==> src/rtl/branch_target_predictor.sv <==
// IF-stage branch target predictor: direct-mapped BTB with one 2-bit
// saturating counter per entry, trained from the EX-stage branch resolution.
// Optional build macro BP_STATS_EN adds BrCount/MispredCount statistics outputs.
module branch_target_predictor #(
  parameter int         IDX_W    = 6,
  parameter logic [1:0] INIT_CTR = 2'b10
) (
  input  logic        clk,
  input  logic        rst,
  input  logic [31:0] PCF,
  output logic        PredTakenF,
  output logic [31:0] PredTargetF,
  input  logic        BrValidE,
  input  logic        StallE,
  input  logic [31:0] PCE,
  input  logic        BranchE,
  input  logic [31:0] BrTargetE,
  input  logic        PredTakenE,
  input  logic [31:0] PredTargetE,
  output logic        MispredE,
  output logic [31:0] RedirectPCE
`ifdef BP_STATS_EN
  ,
  output logic [31:0] BrCount,
  output logic [31:0] MispredCount
`endif
);

  localparam int ENTRIES = 1 << IDX_W;
  localparam int TAG_W   = 30 - IDX_W;

  // Only the valid bits are reset; tag/target/counter contents are qualified by valid.
  logic [ENTRIES-1:0] valid_q;
  logic [TAG_W-1:0]   tag_q [ENTRIES];
  logic [29:0]        tgt_q [ENTRIES];
  logic [1:0]         ctr_q [ENTRIES];

  function automatic logic [1:0] ctr_inc(input logic [1:0] c);
    return (c == 2'b11) ? 2'b11 : c + 2'b01;
  endfunction

  function automatic logic [1:0] ctr_dec(input logic [1:0] c);
    return (c == 2'b00) ? 2'b00 : c - 2'b01;
  endfunction

  // Fetch-side lookup: pre-update contents, no bypass from a same-cycle update.
  logic [IDX_W-1:0] idx_f;
  logic             hit_f;
  logic [31:0]      pcf_plus4;

  assign idx_f     = PCF[IDX_W+1:2];
  assign hit_f     = !rst && valid_q[idx_f] && (tag_q[idx_f] == PCF[31:IDX_W+2]);
  assign pcf_plus4 = PCF + 32'd4;

  assign PredTakenF  = hit_f && ctr_q[idx_f][1];
  assign PredTargetF = hit_f ? {tgt_q[idx_f], 2'b00} : pcf_plus4;

  // EX-side lookup used for training; a reset cycle drops the update.
  logic [IDX_W-1:0] idx_e;
  logic             hit_e;
  logic             upd;

  assign idx_e = PCE[IDX_W+1:2];
  assign hit_e = valid_q[idx_e] && (tag_q[idx_e] == PCE[31:IDX_W+2]);
  assign upd   = BrValidE && !StallE && !rst;

  // Mispredict covers wrong direction and, for taken branches, wrong target.
  assign MispredE    = BrValidE && ((BranchE != PredTakenE) ||
                                    (BranchE && (PredTargetE != BrTargetE)));
  assign RedirectPCE = BranchE ? BrTargetE : (PCE + 32'd4);

  // Valid bits: cleared together on reset, set when a taken miss allocates.
  always_ff @(posedge clk) begin
    if (rst) begin
      valid_q <= '0;
    end else if (upd && !hit_e && BranchE) begin
      valid_q[idx_e] <= 1'b1;
    end
  end

  // Entry contents: counter/target training on hit, allocation on taken miss.
  always_ff @(posedge clk) begin
    if (upd) begin
      if (hit_e) begin
        if (BranchE) begin
          ctr_q[idx_e] <= ctr_inc(ctr_q[idx_e]);
          tgt_q[idx_e] <= BrTargetE[31:2];
        end else begin
          ctr_q[idx_e] <= ctr_dec(ctr_q[idx_e]);
        end
      end else if (BranchE) begin
        tag_q[idx_e] <= PCE[31:IDX_W+2];
        tgt_q[idx_e] <= BrTargetE[31:2];
        ctr_q[idx_e] <= INIT_CTR;
      end
    end
  end

`ifdef BP_STATS_EN
  // Statistics: resolved branches and mispredictions, wrapping at 2**32.
  always_ff @(posedge clk) begin
    if (rst) begin
      BrCount      <= '0;
      MispredCount <= '0;
    end else if (upd) begin
      BrCount <= BrCount + 32'd1;
      if (MispredE) begin
        MispredCount <= MispredCount + 32'd1;
      end
    end
  end
`endif

endmodule

==> config.mk <==
export PLATFORM = sky130hd
export DESIGN_NAME = branch_target_predictor
export DESIGN_NICKNAME = d
export VERILOG_FILES = /design/src/rtl/branch_target_predictor.sv
export SDC_FILE = /design/constraint.sdc
export NUM_CORES = 2
export LEC_CHECK = 0
export CORE_UTILIZATION = 50
export CTS_CLUSTER_SIZE = 10
export DETAILED_ROUTE_END_ITERATION = 10
export PLACE_DENSITY_LB_ADDON = 0.05
export SLEW_MARGIN = 25
export SYNTH_ARGS = -nofsm -noshare
export SYNTH_HDL_FRONTEND = slang
export SYNTH_SLANG_ARGS = --single-unit
==> constraint.sdc <==
create_clock -name clk -period 11.38 [get_ports clk]
set_clock_uncertainty 0.1 [all_clocks]
set_input_delay 1.707 -clock clk [delete_from_list [all_inputs] [get_ports clk]]
set_output_delay 1.707 -clock clk [all_outputs]
set_load 0.02 [all_outputs]
==> impl_results.md <==
- Antenna viol nets, final: 0
- Tcrit/Tclk final: 87.2%
- Reg clk slew, reported paths: 0.06 ns
- Hold path depth: 2
- Max-slew headroom: 19.9%
- Die Span X: 560 um
- GRT overflow: 0
- CP Capture Type: output pin
- Ports: 200
- Root buf cell: clkbuf_16
- Iter 0 DRT Violations: 14,600
- Most frequent cells in the layout: edfxtp_1 (3,584), mux4_2 (1,262), clkbuf_16 (419), buf_4 (379), mux2i_1 (295)
- Largest net degree at the start of global routing: 137
- FFs w/ async S/R, synth: 0%
- Worst Max-Slew Pin Slew: 1.20 ns
- Yosys warning count: 0
- CTS tree: done
- Post-synth EDFFs: 3,584
- Mapped Nets: 7,888
- PortBufs: 199
- Leading area contributor after synthesis: edfxtp_1
- Core area: 309,000 um2
- Mapped Area: 156,000 um2
- RSZ-0062 raised after global routing: false
- Layout fillers: 23,200
- Crit Path Max Fanout: 57
- Max rail drop VDD: 0.000139 V
- Initial core utilization: 50.3%
- PostCTS Resize Cnt: 0
- Clk_lat worst skew: 1.00 ns
- H-tree Lvls: 5
- Avg Cell Area, Syn: 20.1 um2
- DRT Pass-1 Iters: 8
- Final setup viols: 0
- Full die area: 314,000 um2
- Worst hold path class: register to register
- CTS Hold Bufs: 0
- Final hold viol count: 0
- Setup TNS Final: 0 ns
- Commonest non-fill, non-tap cell in the layout: edfxtp_1
- Peak Freq: 101 MHz
- Power per standard cell area: 163 nW/um2
- #FFs+latches synth: 3,648
- Antenna violations before repair: 44
- CTS Buf Count: 413
- Die height: 560 um
- Critical path startpoint category: primary input
- Area growth syn-to-layout: 13.3%
- Status: completed
- DP HPWL: 349,000 um
- Vias in the first global route: 89,700
- R2R depth: 11
- Clk sink count: 3,648
- WS Path Type: primary input to output pin
- Sequential-to-total area share from yosys stat: 70.0%
- Share of the synthesized area in the top cell type: 69.1%
- Mapped Cells: 7,752
- Leakage power: 54.7 nW
- Post-synthesis cell type count: 79
- Cells along the critical path: buf_16 -> buf_12 -> buf_12 -> mux4_2 -> mux2i_1 -> o31ai_1 -> a211oi_1 -> xor2_1 -> o2111ai_1 -> nor4_1 -> nand4_1 -> buf_4 -> mux2_2 -> clkdlybuf4s50_1
- Max Buffers Root-to-Sink: 4
- Vias/cell: 7.34
- WL/cell: 46.4 um
- Req. time, crit path: 9.57 ns
- Crit-path slowest cell: a211oi_1
- Share of cells above drive strength 1: 29.6%
- Remaining DRCs: 0
- Core Rows: 204
- Prevailing post-synth register cell: edfxtp_1
- Top cells by area, synth: edfxtp_1 (69%), mux4_2 (18%), mux2i_1 (1.9%), a22oi_1 (1.2%), dfxtp_1 (0.82%)
- Max_cap viols: 0
- Slowest stage delay, CP: 0.87 ns
- CP dominant cell by count: buf_12
- Final Total Pwr: 28.8 mW
- Fin. max-slew vios: 0
- Via count: 91,800
- First-pass GRT wire length: 778,000 um
- Layout Nets: 8,348
- Final std cells w/o fill: 12,500
- Post-CTS Setup Bufs: 0
- Data arrival, critical path: 8.11 ns
- Total wire length: 580,000 um
- Placed cells: 11,900
- Crit path time final: 9.92 ns
- Gr usage total: 36.8%
- GPL Wtd Cong: 0.936
## routing by layer
layer | vias up | routed length, um | GRT usage, %
li1 | 34000 | - | -
met1 | 49700 | 208000 | 48.0
met2 | 6519 | 273000 | 57.9
met3 | 1523 | 60700 | 8.01
met4 | 18 | 37200 | 20.7
met5 | - | 124 | 0
## worst paths after layout
path	startpoint	endpoint	slack [ns]
worst min-delay path	valid_q[3]$_SDFFE_PP0P_	valid_q[3]$_SDFFE_PP0P_	0.37
worst max register to register	tag_q[63][21]$_DFFE_PP_	tag_q[37][8]$_DFFE_PP_	5.24
worst min register to register	valid_q[3]$_SDFFE_PP0P_	valid_q[3]$_SDFFE_PP0P_	0.37
worst max-delay path	PCF[2]	PredTargetF[30]	1.46
## where the power goes
part / internal (mW) / switching [mW] / total (mW) / leakage (nW)
Clock: 6.64 / 5.20 / 11.8 / 5.51
Combinational: 0.749 / 1.41 / 2.15 / 16.5
Sequential: 14.8 / 0.00526 / 14.8 / 32.7
## worst max-delay path: cells and delay by family
family / cells / cell delay (ns)
buffers and inverters: 5 / 2.28
muxes: 3 / 1.29
AOI/OAI and AO/OA: 3 / 1.27
and+or+nand+nor: 2 / 0.81
xor gates and xnor gates: 1 / 0.36
## cells by family (layout without fill, tap and decap cells)
logic type,count (synthesis),count (layout),share of synthesized area [%]
flip-flops,3648,3648,70.0
multiplexers,1618,1618,20.6
AO/OA/AOI/OAI,892,892,4.20
AND/OR/NAND/NOR,812,812,2.66
buffers and inverters,653,1252,1.84
XOR/XNOR,127,127,0.715
adder cells (fa/ha/maj),2,2,0.0161
other,0,25,0
## per-stage QoR
stage | hold WS [ns] | instance area, um2 | setup WS (ns) | utilization, %
2_1_floorplan | 0.340 | 156000 | 3.54 | -
3_3_place_gp | 0.354 | 165000 | 1.83 | 53.2
3_5_place_dp | 0.362 | 165000 | 1.74 | 53.3
4_1_cts | 0.370 | 176000 | 1.73 | 57.0
5_1_grt | 0.388 | 176000 | 1.41 | 57.0
6_report | 0.371 | 176000 | 1.46 | 57.0
## synth_stat cells, types with 43 or more instances
library cell / number
mux4_2: 1262
clkbuf_1: 286
nor2_1: 184
dfxtp_1: 64
o22ai_1: 64
o32ai_1: 54
edfxtp_1: 3584
inv_1: 78
o21ai_0: 88
a221oi_1: 115
mux2_2: 60
xor2_1: 59
mux2i_1: 295
xnor2_1: 68
buf_1: 112
a21oi_1: 94
nand3_1: 96
buf_2: 125
nor3_1: 89
a22oi_1: 253
nand2_1: 196
a22o_1: 43
## sequential cells by signal (all words and copies together) (netlist names)
name / count
ctr_q: 128
tag_q: 1536
tgt_q: 1920
valid_q: 64
## area by class of cell
type / instances / area [um2] / share of cell area [%]
flip-flops and latches: 3648 / 109000 / 61.8
multi-input cells: 3451 / 45100 / 25.6
clock buffers: 516 / 10900 / 6.20
repair buffers: 618 / 5420 / 3.08
well taps: 4120 / 5150 / 2.92
clock inverters: 38 / 410 / 0.233
inverters: 80 / 310 / 0.176
diodes: 25 / 62.6 / 0.0355
(Power assumes the default switching activity.)
